### src/rtl/exu_cal.sv
// Shared calculation responder: one-cycle ALU ops and iterative 1-bit-per-cycle shifts
// behind the hs_al4cal_val / hs_cal4al_rdy request/completion handshake.
module exu_cal #(
    parameter int OPB_W = 10
) (
    input  logic             clk,
    input  logic             rst_n,
    input  logic             hs_al4cal_val,
    output logic             hs_cal4al_rdy,
    input  logic [OPB_W-1:0] i_cal_opb,
    input  logic [32:0]      i_cal_opn1,
    input  logic [32:0]      i_cal_opn2,
    output logic [31:0]      o_cal_res
);

    typedef enum logic [1:0] {
        ST_IDLE  = 2'd0,
        ST_SHIFT = 2'd1,
        ST_DONE  = 2'd2
    } state_t;

    localparam logic [OPB_W-1:0] OPB_ONE = OPB_W'(1'b1);
    localparam logic [OPB_W-1:0] OPB_ADD = OPB_ONE << 0;
    localparam logic [OPB_W-1:0] OPB_SUB = OPB_ONE << 1;
    localparam logic [OPB_W-1:0] OPB_SLT = OPB_ONE << 2;
    localparam logic [OPB_W-1:0] OPB_EQ  = OPB_ONE << 3;
    localparam logic [OPB_W-1:0] OPB_XOR = OPB_ONE << 4;
    localparam logic [OPB_W-1:0] OPB_AND = OPB_ONE << 5;
    localparam logic [OPB_W-1:0] OPB_OR  = OPB_ONE << 6;
    localparam logic [OPB_W-1:0] OPB_SLL = OPB_ONE << 7;
    localparam logic [OPB_W-1:0] OPB_SRL = OPB_ONE << 8;
    localparam logic [OPB_W-1:0] OPB_SRA = OPB_ONE << 9;

    // One step of the iterative shifter; SRA keeps bit 31 so it replicates opn1[31].
    function automatic logic [31:0] shift_one(input logic [31:0] w, input logic [OPB_W-1:0] opb);
        logic [31:0] r;
        case (opb)
            OPB_SLL: r = {w[30:0], 1'b0};
            OPB_SRL: r = {1'b0, w[31:1]};
            OPB_SRA: r = {w[31], w[31:1]};
            default: r = w;
        endcase
        return r;
    endfunction

    state_t           state_r, state_nxt_s;
    logic [OPB_W-1:0] opb_r, opb_nxt_s;
    logic [31:0]      work_r, work_nxt_s;
    logic [4:0]       cnt_r, cnt_nxt_s;
    logic [31:0]      res_r, res_nxt_s;
    logic             rdy_r, rdy_nxt_s;
    logic [32:0]      sum_s, diff_s;
    logic [31:0]      alu_res_s, shift_s;
    logic             is_shift_s;

    // Single-cycle result computed straight from the request fields at acceptance.
    always_comb begin
        sum_s      = i_cal_opn1 + i_cal_opn2;
        diff_s     = i_cal_opn1 - i_cal_opn2;
        is_shift_s = (i_cal_opb == OPB_SLL) || (i_cal_opb == OPB_SRL) || (i_cal_opb == OPB_SRA);
        shift_s    = shift_one(work_r, opb_r);
        case (i_cal_opb)
            OPB_ADD: alu_res_s = sum_s[31:0];
            OPB_SUB: alu_res_s = diff_s[31:0];
            OPB_SLT: alu_res_s = {31'd0, diff_s[32]};
            OPB_EQ:  alu_res_s = {31'd0, (i_cal_opn1 == i_cal_opn2)};
            OPB_XOR: alu_res_s = i_cal_opn1[31:0] ^ i_cal_opn2[31:0];
            OPB_AND: alu_res_s = i_cal_opn1[31:0] & i_cal_opn2[31:0];
            OPB_OR:  alu_res_s = i_cal_opn1[31:0] | i_cal_opn2[31:0];
            OPB_SLL: alu_res_s = i_cal_opn1[31:0];
            OPB_SRL: alu_res_s = i_cal_opn1[31:0];
            OPB_SRA: alu_res_s = i_cal_opn1[31:0];
            default: alu_res_s = 32'd0;
        endcase
    end

    // Next-state and next-output logic; a dropped valid in SHIFT abandons the operation.
    always_comb begin
        state_nxt_s = state_r;
        opb_nxt_s   = opb_r;
        work_nxt_s  = work_r;
        cnt_nxt_s   = cnt_r;
        res_nxt_s   = res_r;
        rdy_nxt_s   = 1'b0;
        case (state_r)
            ST_IDLE: begin
                if (hs_al4cal_val) begin
                    opb_nxt_s  = i_cal_opb;
                    work_nxt_s = i_cal_opn1[31:0];
                    cnt_nxt_s  = i_cal_opn2[4:0];
                    if (is_shift_s && (i_cal_opn2[4:0] != 5'd0)) begin
                        state_nxt_s = ST_SHIFT;
                    end else begin
                        state_nxt_s = ST_DONE;
                        res_nxt_s   = alu_res_s;
                        rdy_nxt_s   = 1'b1;
                    end
                end else begin
                    state_nxt_s = ST_IDLE;
                end
            end
            ST_SHIFT: begin
                if (!hs_al4cal_val) begin
                    state_nxt_s = ST_IDLE;
                end else begin
                    work_nxt_s = shift_s;
                    cnt_nxt_s  = cnt_r - 5'd1;
                    if (cnt_r == 5'd1) begin
                        state_nxt_s = ST_DONE;
                        res_nxt_s   = shift_s;
                        rdy_nxt_s   = 1'b1;
                    end else begin
                        state_nxt_s = ST_SHIFT;
                    end
                end
            end
            ST_DONE: begin
                state_nxt_s = ST_IDLE;
            end
            default: begin
                state_nxt_s = ST_IDLE;
            end
        endcase
    end

    // State, working registers and registered outputs.
    always_ff @(posedge clk or negedge rst_n) begin
        if (!rst_n) begin
            state_r <= ST_IDLE;
            opb_r   <= '0;
            work_r  <= 32'd0;
            cnt_r   <= 5'd0;
            res_r   <= 32'd0;
            rdy_r   <= 1'b0;
        end else begin
            state_r <= state_nxt_s;
            opb_r   <= opb_nxt_s;
            work_r  <= work_nxt_s;
            cnt_r   <= cnt_nxt_s;
            res_r   <= res_nxt_s;
            rdy_r   <= rdy_nxt_s;
        end
    end

    assign hs_cal4al_rdy = rdy_r;
    assign o_cal_res     = res_r;

endmodule
### config.mk
export PLATFORM = sky130hd
export DESIGN_NAME = exu_cal
export DESIGN_NICKNAME = d
export VERILOG_FILES = /design/src/rtl/exu_cal.sv
export SDC_FILE = /design/constraint.sdc
export NUM_CORES = 1
export LEC_CHECK = 0
export BUFFER_PORTS_ARGS = -buffer_cell sky130_fd_sc_hd__buf_2
export CAP_MARGIN = 20
export CORE_UTILIZATION = 55
export DETAILED_ROUTE_END_ITERATION = 7
export PLACE_DENSITY = 0.76
export REMOVE_ABC_BUFFERS = 1
export SLEW_MARGIN = 20
export SYNTH_ARGS = -nofsm -noshare
export SYNTH_HDL_FRONTEND = slang
export SYNTH_SLANG_ARGS = --single-unit
### constraint.sdc
create_clock -name clk -period 3.2 [get_ports clk]
set_input_delay 0.48 -clock clk [delete_from_list [all_inputs] [get_ports clk]]
set_output_delay 0.48 -clock clk [all_outputs]
set_load 0.01 [all_outputs]
==> results of run 1 <==
## critical path, stage by stage
cell	delay [ns]
buf_2	0.11
ha_1	0.22
fa_1	0.42
a21oi_2	0.21
o22a_1	0.24
nor3_2	0.08
o311ai_2	0.29
a31oi_1	0.19
a41o_1	0.26
a221oi_4	0.27
o21ai_1	0.11
o41a_1	0.37
o31ai_1	0.06
## state kept, by name (all words and copies together), names as in the netlist
register	count
o_cal_res	32
hs_cal4al_rdy	1
state_r	2
cnt_r	5
work_r	32
opb_r	10
## layout make-up
cell class	instances	area, um2
inverters	110	412.9
well taps	220	275.3
repair buffers	270	1802
fillers	1488	5155
multi-input cells	1035	6804
clock buffers	9	225.2
flip-flops and latches	82	2052
clock inverters	7	92.59
## metrics by stage
stage          area [um2]  setup TNS (ns)  hold slack [ns]
2_1_floorplan        9226         -113.98           0.1844
3_3_place_gp        11320          -1.884           0.4450
3_5_place_dp        11320          -2.337           0.4498
4_1_cts             11630               0          0.08046
5_1_grt             11660               0           0.1054
6_report            11660               0          0.06594
## path summary, 6_finish.rpt
check,start,end,slack (ns),cells past startpoint
worst max-delay path,i_cal_opn1[0],o_cal_res[30]$_DFFE_PN0P_,0.14,13
worst min-delay path,rst_n,o_cal_res[6]$_DFFE_PN0P_,0.07,1
worst max register to register,state_r[0]$_DFF_PN0_,o_cal_res[30]$_DFFE_PN0P_,0.47,8
worst min register to register,o_cal_res[2]$_DFFE_PN0P_,o_cal_res[2]$_DFFE_PN0P_,0.47,2
max in group asynchronous,rst_n,o_cal_res[24]$_DFFE_PN0P_,2.48,2
min in group clk,i_cal_opn1[31],work_r[31]$_DFFE_PN0P_,0.43,3
## power by group through the flow
| stage | logic [mW] | clock network, mW | registers (mW) |
|---|---|---|---|
| CTS | 1.34 | 1.17 | 1.27 |
| global placement | 1.32 | 0 | 1.29 |
| floorplan | 0.754 | 0 | 1.26 |
| finish | 1.38 | 1.16 | 1.27 |
| detailed placement | 1.33 | 0 | 1.29 |
| global route | 1.51 | 1.21 | 1.28 |
## cell families (layout without fill, tap and decap cells)
family | after synthesis | in the layout | synth area share [%]
DFF | 82 | 82 | 21.35
adders and majority gates | 107 | 107 | 14.09
xor gates and xnor gates | 14 | 14 | 1.276
AOI/OAI and AO/OA | 526 | 526 | 35.05
muxes | 18 | 18 | 2.005
buffers and inverters | 199 | 396 | 8.293
and+or+nand+nor | 370 | 370 | 17.94
## metal layers
metal,wire (um),vias up,GRT usage (%)
met1,14610,5099,54.17
met2,16050,686,64.10
met3,3697,108,6.954
met5,0,-,0
li1,-,5152,-
met4,1358,0,15.92
## what timing repair did
item,CTS,global route
endpoints found under the setup margin,0,7
gates resized for setup,0,8
setup buffers,0,1
## cell usage in the layout (no fill, tap or decap), types with 8 or more instances in the layout
master     synthesis  final
a211oi_1           9      9
ha_1             105    105
buf_4              2    156
a22oi_1           52     52
nand2_1          141    141
buf_2             22    110
nor2b_1           10      9
a221oi_1          24     24
o21bai_1          12     12
nor2_1            97     95
nand4_1           13     13
o31ai_1            8      8
a21o_1            13     13
o211ai_1          12     12
clkbuf_16          0      9
o22ai_1           18     18
nor4_1            15     14
inv_1            108    108
a31oi_1           10     10
nand3_1           20     19
mux2_2            10     10
dfrtp_1           82     82
mux2i_1            8      8
a21oi_1          162    161
nor3_1            28     27
nand2b_1           9      8
o21ai_0          127    125
xnor2_1           10     10
==> out/qor.txt, run 1 <==
POWER AND IR DROP
--------------------------------------------------------------------------------
Internal power summed over all cells ..............................     2.359 mW
Design Power ......................................................     3.816 mW
Proportion of power drawn by the clock network ....................        30.5%
Power share of the combinational group ............................        36.1%
Max IR drop VDD ...................................................  0.0002659 V
PwrDens ........................................................... 327.2 nW/um2
Switching power ...................................................     1.457 mW
Fraction of power spent switching nets ............................       38.19%
Power share of the sequential group ...............................        33.4%
Leakage dissipation ...............................................     5.504 nW

STA
--------------------------------------------------------------------------------
Final Setup Violations ............................................            0
Final hold vios ...................................................            0
Worst Skew ........................................................  0.008277 ns
Total count of max-transition violations in the final report ......            0
F_max .............................................................    327.2 MHz
Actual transition at the worst max-transition pin .................    0.8545 ns
Setup repair after global routing missed its margin ...............        false
Final WS setup ....................................................    0.1438 ns
Min Tclk post-route ...............................................     3.056 ns
Period utilization ................................................       95.51%
Worst-case headroom to the max-slew limit .........................       42.92%

LOGIC SYNTHESIS
--------------------------------------------------------------------------------
Number of unique standard cell types used by synthesis ............           81
Yosys warning total ...............................................            0
Count of mapped cells out of synthesis ............................         1316
FFs w/ async S/R, synth ...........................................       100.0%
Top cells by instance count after synthesis ....................... 162 x a21oi_1, 141 x nand2_1, 127 x o21ai_0, 108 x inv_1, 105 x ha_1
Library cell with the highest instance count after synthesis ......      a21oi_1
Cell taking the most area after synthesis .........................      dfrtp_1
Share of synthesized area occupied by flip-flops and latches ......       21.35%
Dominant synthesized flop cell ....................................      dfrtp_1
Synth top area share ..............................................       21.35%
Total standard cell area after synthesis ..........................     9610 um2
Ranking of synthesized cells by area .............................. dfrtp_1 21%, ha_1 14%, a21oi_1 8.4%
Number of synthesized flops with an enable pin ....................            0
Syn avg cell area .................................................    7.303 um2
Post-synthesis sequential element count ...........................           82

FLOORPLANNING
--------------------------------------------------------------------------------
Effective utilization at floorplan ................................       57.14%
Die X-Extent ......................................................     134.2 um
Core ar. ..........................................................    16820 um2
Area of the die ...................................................    18010 um2
Die Height ........................................................     134.2 um
Count of pins on the block boundary ...............................          112
Number of cell rows ...............................................           47

ROUTING
--------------------------------------------------------------------------------
Post-DR wirelength/cell ...........................................     20.61 um
Total Routed Length ...............................................     35.72 mm
Via/cell ratio ....................................................        6.373
Number of DRC markers after the initial detailed-route iteration ..         1307
Iteration count of the initial detailed-routing pass ..............            8
DRC violations left ...............................................            6
Via count .........................................................        11045
Number of nets with antenna violations after detailed routing .....            0

CLOCKING
--------------------------------------------------------------------------------
Clock tree root driver cell .......................................    clkbuf_16
Clock tree sinks ..................................................           82
TritonCTS Buffers .................................................            9
Number of H-tree levels ...........................................            3
Clock tree from TritonCTS .........................................        built
Hold-fix buffers at CTS ...........................................            0
Clock network latency to the later pin of the worst-skew pair .....      0.36 ns
Buffer depth of the longest clock path ............................            2
Clock slew at reported path FFs ...................................      0.07 ns

OUTCOME
--------------------------------------------------------------------------------
Violated checks ................................................... design-rule violations
Run status ........................................................ finished, violations left

RUN
--------------------------------------------------------------------------------
# Max-Cap Violations ..............................................            0

GLOBAL ROUTING
--------------------------------------------------------------------------------
Global router's overall resource usage ............................       40.27%
Overflow after GRT ................................................            0
Wire length of the first global-routing pass ......................     56.40 mm
Number of antenna violations at the first check in global routing .            0
Number of global-route vias before repair .........................        10506
Largest net degree at the start of global routing .................           65

SETUP PATH
--------------------------------------------------------------------------------
Element type at the critical path end .............................     register
Biggest fanout along the worst timing path ........................            3
Signal arrival time at the worst endpoint .........................      3.33 ns
Launching element type of the critical path .......................    input pin
Worst setup path category .........................................       in2reg
Worst EP required .................................................      3.47 ns

HOLD PATH
--------------------------------------------------------------------------------
Path type of the worst min-delay path .............................     in2async

LAYOUT
--------------------------------------------------------------------------------
Number of nets in the final layout ................................         1694
Core occupancy in the finished layout .............................       69.35%
Number of inserted diodes .........................................            0
Layout overhead on the synthesized area ...........................       21.36%
Layout cells sized above 1 ........................................       22.41%
Final cell count without fillers ..................................         1733

PLACED DESIGN
--------------------------------------------------------------------------------
Final weighted congestion in routability-driven placement .........        1.001
Count of placed standard cells including taps .....................         1716
HPWL after DPL ....................................................     26.40 mm
Post-Place Setup Slack ............................................   -0.3056 ns
Number of port buffers ............................................          111

No activity file was read; power rests on OpenSTA's default activity.
==> run 2: changes to the inputs <==
CORE_ASPECT_RATIO = 1.75   (was unset)
==> run 2 against run 1 <==
  * The run now ends clean
  * Power increased by 3.0%
  * Sequential power about the same
  * Worst hold slack improved by 0.13 ns
  * Fmax decreased by 1.3%
  * Clock power increased by 8%
  * Sequential cell count unchanged
  * Setup slack got worse by 0.040 ns
  * Die area increased by 0.12%
  * Count of clock-buffer cells in the layout unchanged
  * Critical endpoint unchanged
  * Highest routed layer unchanged
==> out/qor.txt, run 2 (same netlist as run 1, synthesis figures left out) <==
SETUP PATH
--------------------------------------------------------------------------------
Reg2Reg Launch Point .............................................. opb_r[2]$_DFFE_PN0P_   was state_r[0]$_DFF_PN0_
Worst EP required .................................................      3.47 ns   about the same
Cells on worst reg2reg path .......................................            8   unchanged
Biggest fanout along the worst timing path ........................            4   was 3
Launching element type of the critical path .......................    input pin   unchanged
Capture point of the worst reg-to-reg path ........................ o_cal_res[27]$_DFFE_PN0P_   was o_cal_res[30]$_DFFE_PN0P_
Crit path capture ................................................. o_cal_res[30]$_DFFE_PN0P_   unchanged
Worst setup path category .........................................       in2reg   unchanged
Reg-to-reg setup timing slack .....................................      0.60 ns   was 0.47 ns
Signal arrival time at the worst endpoint .........................      3.37 ns   was 3.33 ns
Element type at the critical path end .............................     register   unchanged
Crit path launch .................................................. i_cal_opn1[0]   unchanged

PLACED DESIGN
--------------------------------------------------------------------------------
Count of placed standard cells including taps .....................         1738   was 1716
Number of port buffers ............................................          111   unchanged
Area after detailed placement .....................................    11410 um2   was 11320 um2
Post-Place Setup Slack ............................................   -0.3182 ns   was -0.3056 ns
HPWL after DPL ....................................................     28.65 mm   was 26.40 mm
Final weighted congestion in routability-driven placement .........        1.057   was 1.001

CLOCKING
--------------------------------------------------------------------------------
Clock tree root driver cell .......................................    clkbuf_16   unchanged
TritonCTS Buffers .................................................            9   unchanged
Number of H-tree levels ...........................................            3   unchanged
Buffer depth of the longest clock path ............................            2   unchanged
Clock tree sinks ..................................................           82   unchanged
Clock tree from TritonCTS .........................................        built   unchanged
Clock slew at reported path FFs ...................................      0.07 ns   about the same
Hold-fix buffers at CTS ...........................................            0   unchanged
Clock network latency to the later pin of the worst-skew pair .....      0.36 ns   about the same

STA
--------------------------------------------------------------------------------
Worst Skew ........................................................  0.007562 ns   was 0.008277 ns
Final hold vios ...................................................            0   unchanged
Period utilization ................................................       96.76%   was 95.51%
F_max .............................................................    323.0 MHz   was 327.2 MHz
Min Tclk post-route ...............................................     3.096 ns   was 3.056 ns
Setup repair after global routing missed its margin ...............         true   was false
Total count of max-transition violations in the final report ......            0   unchanged
Final WS setup ....................................................    0.1037 ns   was 0.1438 ns
Final Setup Violations ............................................            0   unchanged
Actual transition at the worst max-transition pin .................    0.9103 ns   was 0.8545 ns
Post-route worst hold slack .......................................    0.1980 ns   was 0.06594 ns
Worst-case headroom to the max-slew limit .........................       39.19%   was 42.92%

ROUTING
--------------------------------------------------------------------------------
Via/cell ratio ....................................................        6.422   was 6.373
Number of DRC markers after the initial detailed-route iteration ..          805   was 1307
Via count .........................................................        11265   was 11045
Number of nets with antenna violations after detailed routing .....            0   unchanged
DRC violations left ...............................................            0   was 6
Total Routed Length ...............................................     38.31 mm   was 35.72 mm
Post-DR wirelength/cell ...........................................     21.84 um   was 20.61 um
Iteration count of the initial detailed-routing pass ..............            8   unchanged

POWER AND IR DROP
--------------------------------------------------------------------------------
PwrDens ........................................................... 333.7 nW/um2   was 327.2 nW/um2
Max IR drop VDD ...................................................  0.0002157 V   was 0.0002659 V
Leakage dissipation ...............................................     5.577 nW   was 5.504 nW

LAYOUT
--------------------------------------------------------------------------------
Area occupied by multi-input gates ................................     6809 um2   was 6804 um2
Most common cell after layout, fill and taps aside ................        buf_4   was a21oi_1
Fill cells ........................................................         1554   was 1488
Post-layout instance area .........................................    11790 um2   was 11660 um2
Layout overhead on the synthesized area ...........................       22.64%   was 21.36%
Number of nets in the final layout ................................         1708   was 1694
Layout cells sized above 1 ........................................       23.18%   was 22.41%
Register area .....................................................     2052 um2   unchanged
Core occupancy in the finished layout .............................       69.22%   was 69.35%
Number of inserted diodes .........................................            0   unchanged
Commonest cells after routing, fill and taps aside ................ 171 x buf_4, 161 x a21oi_1, 141 x nand2_1   was 161 x a21oi_1, 156 x buf_4, 141 x nand2_1
Final cell count without fillers ..................................         1754   was 1733

GLOBAL ROUTING
--------------------------------------------------------------------------------
Global router's overall resource usage ............................       43.88%   was 40.27%
Largest net degree at the start of global routing .................           83   was 65
Wire length of the first global-routing pass ......................     59.31 mm   was 56.40 mm
Overflow after GRT ................................................            0   unchanged
Number of antenna violations at the first check in global routing .            0   unchanged
Number of global-route vias before repair .........................        11346   was 10506

FLOORPLANNING
--------------------------------------------------------------------------------
Die X-Extent ......................................................     101.9 um   was 134.2 um
Effective utilization at floorplan ................................       56.44%   was 57.14%
Area of the die ...................................................    18030 um2   was 18010 um2
Count of pins on the block boundary ...............................          112   unchanged
Number of cell rows ...............................................           63   was 47
Core ar. ..........................................................    17030 um2   was 16820 um2
Die Height ........................................................     176.9 um   was 134.2 um

HOLD PATH
--------------------------------------------------------------------------------
Path type of the worst min-delay path .............................     in2async   unchanged

OUTCOME
--------------------------------------------------------------------------------
Run status ........................................................ finished, final reports clean   was finished, violations left

RUN
--------------------------------------------------------------------------------
# Max-Cap Violations ..............................................            0   unchanged

## run 2: cell types whose count changed in the layout (fill, tap and decap cells not counted), moves of 2 or more
| cell | change |
|---|---|
| buf_4 | +15 |
| inv_6 | -4 |
| buf_12 | -2 |
| bufinv_16 | +2 |
| clkinv_2 | +2 |
| clkinv_4 | +2 |
| fa_1 | -2 |
| fa_2 | +2 |
## run 2: worst min path at each step
stage	startpoint	endpoint	slack, ns	depth (start not counted)
2_1_floorplan	rst_n	cnt_r[0]$_DFFE_PN0P_	0.18	0
3_3_place_gp	o_cal_res[3]$_DFFE_PN0P_	o_cal_res[3]$_DFFE_PN0P_	0.45	2
3_5_place_dp	o_cal_res[3]$_DFFE_PN0P_	o_cal_res[3]$_DFFE_PN0P_	0.45	2
4_1_cts	rst_n	work_r[2]$_DFFE_PN0P_	0.39	1
5_1_grt	rst_n	work_r[2]$_DFFE_PN0P_	0.27	1
6_report	rst_n	work_r[2]$_DFFE_PN0P_	0.20	1
## run 2: cell type report
cell class,count,share of cell area (%)
clock buffer,9,1.911
tap,227,2.410
clock inverter,7,0.9979
multi-input combinational,1035,57.77
sequential,82,17.41
timing repair buffer,284,16.00
inverter,110,3.503
## run 2: per-stage QoR
stage	TNS (ns)	power [mW]
after floorplan	-113.98	2.011
after global placement	-2.136	2.630
after detailed placement	-3.184	2.651
after CTS	0	3.892
after global routing	-0.03152	4.108
final	0	3.933
## run 2: critical path, cell delays in order
cell      delay [ns]
buf_2           0.12
ha_1            0.22
fa_2            0.39
a21oi_2         0.19
o22a_1          0.27
nor3_2          0.08
o311ai_2        0.27
a31oi_1         0.17
a41o_1          0.32
a221oi_4        0.27
o21ai_1         0.11
o41a_1          0.38
o31ai_1         0.07
## run 2: routing by layer
metal	up-vias	global-route usage, %	wire length (um)
met3	266	8.136	3107
li1	5191	-	-
met4	0	43.33	3932
met5	-	0	0
met1	5138	44.52	12730
met2	670	73.06	18540
## run 2: repair_timing
action,4_1_cts,5_1_grt
setup buffers,0,0
gates resized for setup,0,7
setup endpoints to repair,0,10
endpoints found under the hold margin,0,0
## run 2: power breakdown
| part | switching, mW | internal, mW |
|---|---|---|
| clock | 0.482 | 0.764 |
| combinational | 0.822 | 0.589 |
| sequential | 0.126 | 1.15 |
==> run 3: changes to the inputs <==
--- a/config.mk
+++ b/config.mk
@@ -7,5 +7,4 @@
 export LEC_CHECK = 0
 export BUFFER_PORTS_ARGS = -buffer_cell sky130_fd_sc_hd__buf_2
-export CAP_MARGIN = 20
 export CORE_ASPECT_RATIO = 1.75
 export CORE_UTILIZATION = 55
==> constraint.sdc (replaced) <==
create_clock -name clk -period 3.3 [get_ports clk]
set_input_delay 0.165 -clock clk [delete_from_list [all_inputs] [get_ports clk]]
set_output_delay 0.165 -clock clk [all_outputs]
set_load 0.01 [all_outputs]
==> run 3 against run 2 <==
  * Via count is 4.0% lower
  * Sequential cell count stayed put
  * Count of clock-buffer cells in the layout is 1 higher
  * First-iteration DRC count is 5.6% higher
  * Clock skew hardly changed
  * Critical path depth stayed put
  * Combinational power is 14% lower
  * Die area stayed put
  * Core utilization is 5.1 points lower
  * Critical path type unchanged
  * Critical endpoint unchanged
  * Highest routed layer unchanged
==> out/qor.txt, run 3 (same netlist as run 1, synthesis figures left out) <==
OUTCOME
--------------------------------------------------------------------------------
Run status ........................................................ finished, final reports clean   unchanged

LAYOUT
--------------------------------------------------------------------------------
Commonest cells after routing, fill and taps aside ................ 162 x a21oi_1, 141 x nand2_1, 127 x o21ai_0   was 171 x buf_4, 161 x a21oi_1, 141 x nand2_1
Number of inserted diodes .........................................            0   unchanged
Core occupancy in the finished layout .............................       64.09%   was 69.22%
Most common cell after layout, fill and taps aside ................      a21oi_1   was buf_4
Final cell count without fillers ..................................         1651   was 1754
Layout overhead on the synthesized area ...........................       13.54%   was 22.64%
Post-layout instance area .........................................    10910 um2   was 11790 um2
Number of nets in the final layout ................................         1605   was 1708
Fill cells ........................................................         1669   was 1554
Layout cells sized above 1 ........................................       17.13%   was 23.18%

ROUTING
--------------------------------------------------------------------------------
Top routing layer used ............................................         met4   unchanged
Number of nets with antenna violations after detailed routing .....            0   unchanged
DRC violations left ...............................................            0   unchanged
Routed met3 length ................................................     2.522 mm   was 3.107 mm
Wl on met1 ........................................................     12.75 mm   was 12.73 mm
Iteration count of the initial detailed-routing pass ..............            5   was 8
Via count .........................................................        10815   was 11265
Met2 wire length ..................................................     18.55 mm   was 18.54 mm
Number of DRC markers after the initial detailed-route iteration ..          850   was 805
Via/cell ratio ....................................................        6.551   was 6.422
Total Routed Length ...............................................     36.65 mm   was 38.31 mm
Post-DR wirelength/cell ...........................................     22.20 um   was 21.84 um

STA
--------------------------------------------------------------------------------
F_max .............................................................    342.9 MHz
Min Tclk post-route ...............................................     2.916 ns
Worst-case headroom to the max-slew limit .........................       28.37%   was 39.19%
Setup repair after global routing missed its margin ...............        false   was true
Final Setup Violations ............................................            0   unchanged
Final hold vios ...................................................            0   unchanged
Actual transition at the worst max-transition pin .................     1.073 ns   was 0.9103 ns
Worst Skew ........................................................  0.007451 ns   was 0.007562 ns
TNS Setup .........................................................         0 ns   unchanged
Period utilization ................................................       88.38%
Total count of max-transition violations in the final report ......            0   unchanged

FLOORPLANNING
--------------------------------------------------------------------------------
Core ar. ..........................................................    17030 um2   unchanged
Number of cell rows ...............................................           63   unchanged
Area of the die ...................................................    18030 um2   unchanged
Effective utilization at floorplan ................................       56.44%   unchanged
Die Height ........................................................     176.9 um   unchanged
Count of pins on the block boundary ...............................          112   unchanged
Die X-Extent ......................................................     101.9 um   unchanged

SETUP PATH
--------------------------------------------------------------------------------
Worst EP required .................................................      3.57 ns   was 3.47 ns
Reg2Reg Launch Point .............................................. state_r[0]$_DFF_PN0_   was opb_r[2]$_DFFE_PN0P_
Worst setup path category .........................................       in2reg   unchanged
Signal arrival time at the worst endpoint .........................      3.18 ns   was 3.37 ns
Element type at the critical path end .............................     register   unchanged
Reg-to-reg setup timing slack .....................................      0.46 ns   was 0.60 ns
Cells on worst reg2reg path .......................................            8   unchanged
Biggest fanout along the worst timing path ........................            5   was 4
Launching element type of the critical path .......................    input pin   unchanged
Capture point of the worst reg-to-reg path ........................ o_cal_res[30]$_DFFE_PN0P_   was o_cal_res[27]$_DFFE_PN0P_

CLOCKING
--------------------------------------------------------------------------------
Clock network latency to the later pin of the worst-skew pair .....      0.36 ns   about the same
Post-CTS setup buffer count .......................................            0   unchanged
Resized Gates After CTS ...........................................            0   unchanged
Clock tree root driver cell .......................................    clkbuf_16   unchanged
Number of H-tree levels ...........................................            3   unchanged
Clock slew at reported path FFs ...................................      0.07 ns   about the same
TritonCTS Buffers .................................................            9   unchanged
Hold-fix buffers at CTS ...........................................            1   was 0
Clock tree sinks ..................................................           82   unchanged
Buffer depth of the longest clock path ............................            2   unchanged
Clock tree from TritonCTS .........................................        built   unchanged

PLACED DESIGN
--------------------------------------------------------------------------------
Area after detailed placement .....................................    10620 um2   was 11410 um2
Count of placed standard cells including taps .....................         1634   was 1738
HPWL after DPL ....................................................     27.52 mm   was 28.65 mm
Number of port buffers ............................................          111   unchanged
Final weighted congestion in routability-driven placement .........       0.9838   was 1.057

POWER AND IR DROP
--------------------------------------------------------------------------------
Design Power ......................................................     3.434 mW   was 3.933 mW
Leakage dissipation ...............................................     5.047 nW   was 5.577 nW
PwrDens ........................................................... 314.7 nW/um2   was 333.7 nW/um2
Max IR drop VDD ...................................................  0.0002090 V   was 0.0002157 V

GLOBAL ROUTING
--------------------------------------------------------------------------------
Largest net degree at the start of global routing .................           72   was 83
Wire length of the first global-routing pass ......................     56.19 mm   was 59.31 mm
Number of antenna violations at the first check in global routing .            0   unchanged
Global router's overall resource usage ............................       41.68%   was 43.88%
Number of global-route vias before repair .........................        10565   was 11346
Overflow after GRT ................................................            0   unchanged

HOLD PATH
--------------------------------------------------------------------------------
Path type of the worst min-delay path .............................       in2reg   was in2async
Startpoint of the tightest hold check path ........................ i_cal_opn1[18]
End point of the worst hold path .................................. work_r[18]$_DFFE_PN0P_
Cell count of the worst hold path .................................            3

RUN
--------------------------------------------------------------------------------
# Max-Cap Violations ..............................................            0   unchanged

[run 3: changes by cell type in the layout (fill, tap and decap cells not counted), moves of 2 or more]
| cell | change |
|---|---|
| buf_4 | -102 |
| fa_2 | -2 |
| clkinvlp_4 | +2 |
| fa_1 | +2 |
| bufinv_16 | -3 |
[run 3: through the flow]
stage               setup WS (ns)  hold slack (ns)
global placement          0.09292           0.3704
global route               0.2048           0.1348
CTS                        0.4142           0.1165
floorplan                  -2.084          -0.1306
detailed placement        0.06577           0.3743
finish                     0.3835           0.1280
[run 3: routing by layer]
metal / vias up / GRT usage (%)
li1: 4989 / -
met3: 193 / 7.227
met5: - / 0
met2: 592 / 72.35
met4: 0 / 33.45
met1: 5041 / 43.21
[run 3: how the worst max path moves through the flow]
stage | depth (start not counted) | endpoint | slack [ns] | from
2_1_floorplan | 9 | o_cal_res[25]$_DFFE_PN0P_ | -2.08 | opb_r[2]$_DFFE_PN0P_
6_report | 13 | o_cal_res[30]$_DFFE_PN0P_ | 0.38 | i_cal_opn1[0]
5_1_grt | 15 | o_cal_res[18]$_DFFE_PN0P_ | 0.20 | i_cal_opn1[0]
3_5_place_dp | 13 | o_cal_res[30]$_DFFE_PN0P_ | 0.07 | i_cal_opn1[0]
3_3_place_gp | 13 | o_cal_res[30]$_DFFE_PN0P_ | 0.09 | i_cal_opn1[0]
4_1_cts | 13 | o_cal_res[30]$_DFFE_PN0P_ | 0.41 | i_cal_opn1[0]
[run 3: worst max-delay path, stage by stage]
cell and delay [ns]:
buf_2 0.13, ha_1 0.24, fa_1 0.44, a21oi_1 0.22, o22a_1 0.23, nor3_2 0.07, o311ai_2 0.32, a31oi_1 0.17
a41o_1 0.34, a221oi_4 0.29, o21ai_1 0.12, o41a_1 0.37, o31ai_1 0.07
[run 3: layout make-up]
type                            instances  area (um2)  share of cell area (%)
Multi-Input combinational cell       1035        6783                   62.16
Sequential cell                        82        2052                   18.81
Timing Repair Buffer                  181        1099                   10.07
Inverter                              110       412.9                   3.784
Tap cell                              227       284.0                   2.603
Clock buffer                           10       239.0                   2.190
Clock inverter                          6       42.54                  0.3899
[run 3: report_power, final]
part | internal, mW | total (mW) | switching [mW]
registers | 1.12 | 1.23 | 0.119
logic | 0.459 | 1.21 | 0.756
clock network | 0.531 | 0.986 | 0.455
total | 2.10 | 3.43 | 1.33
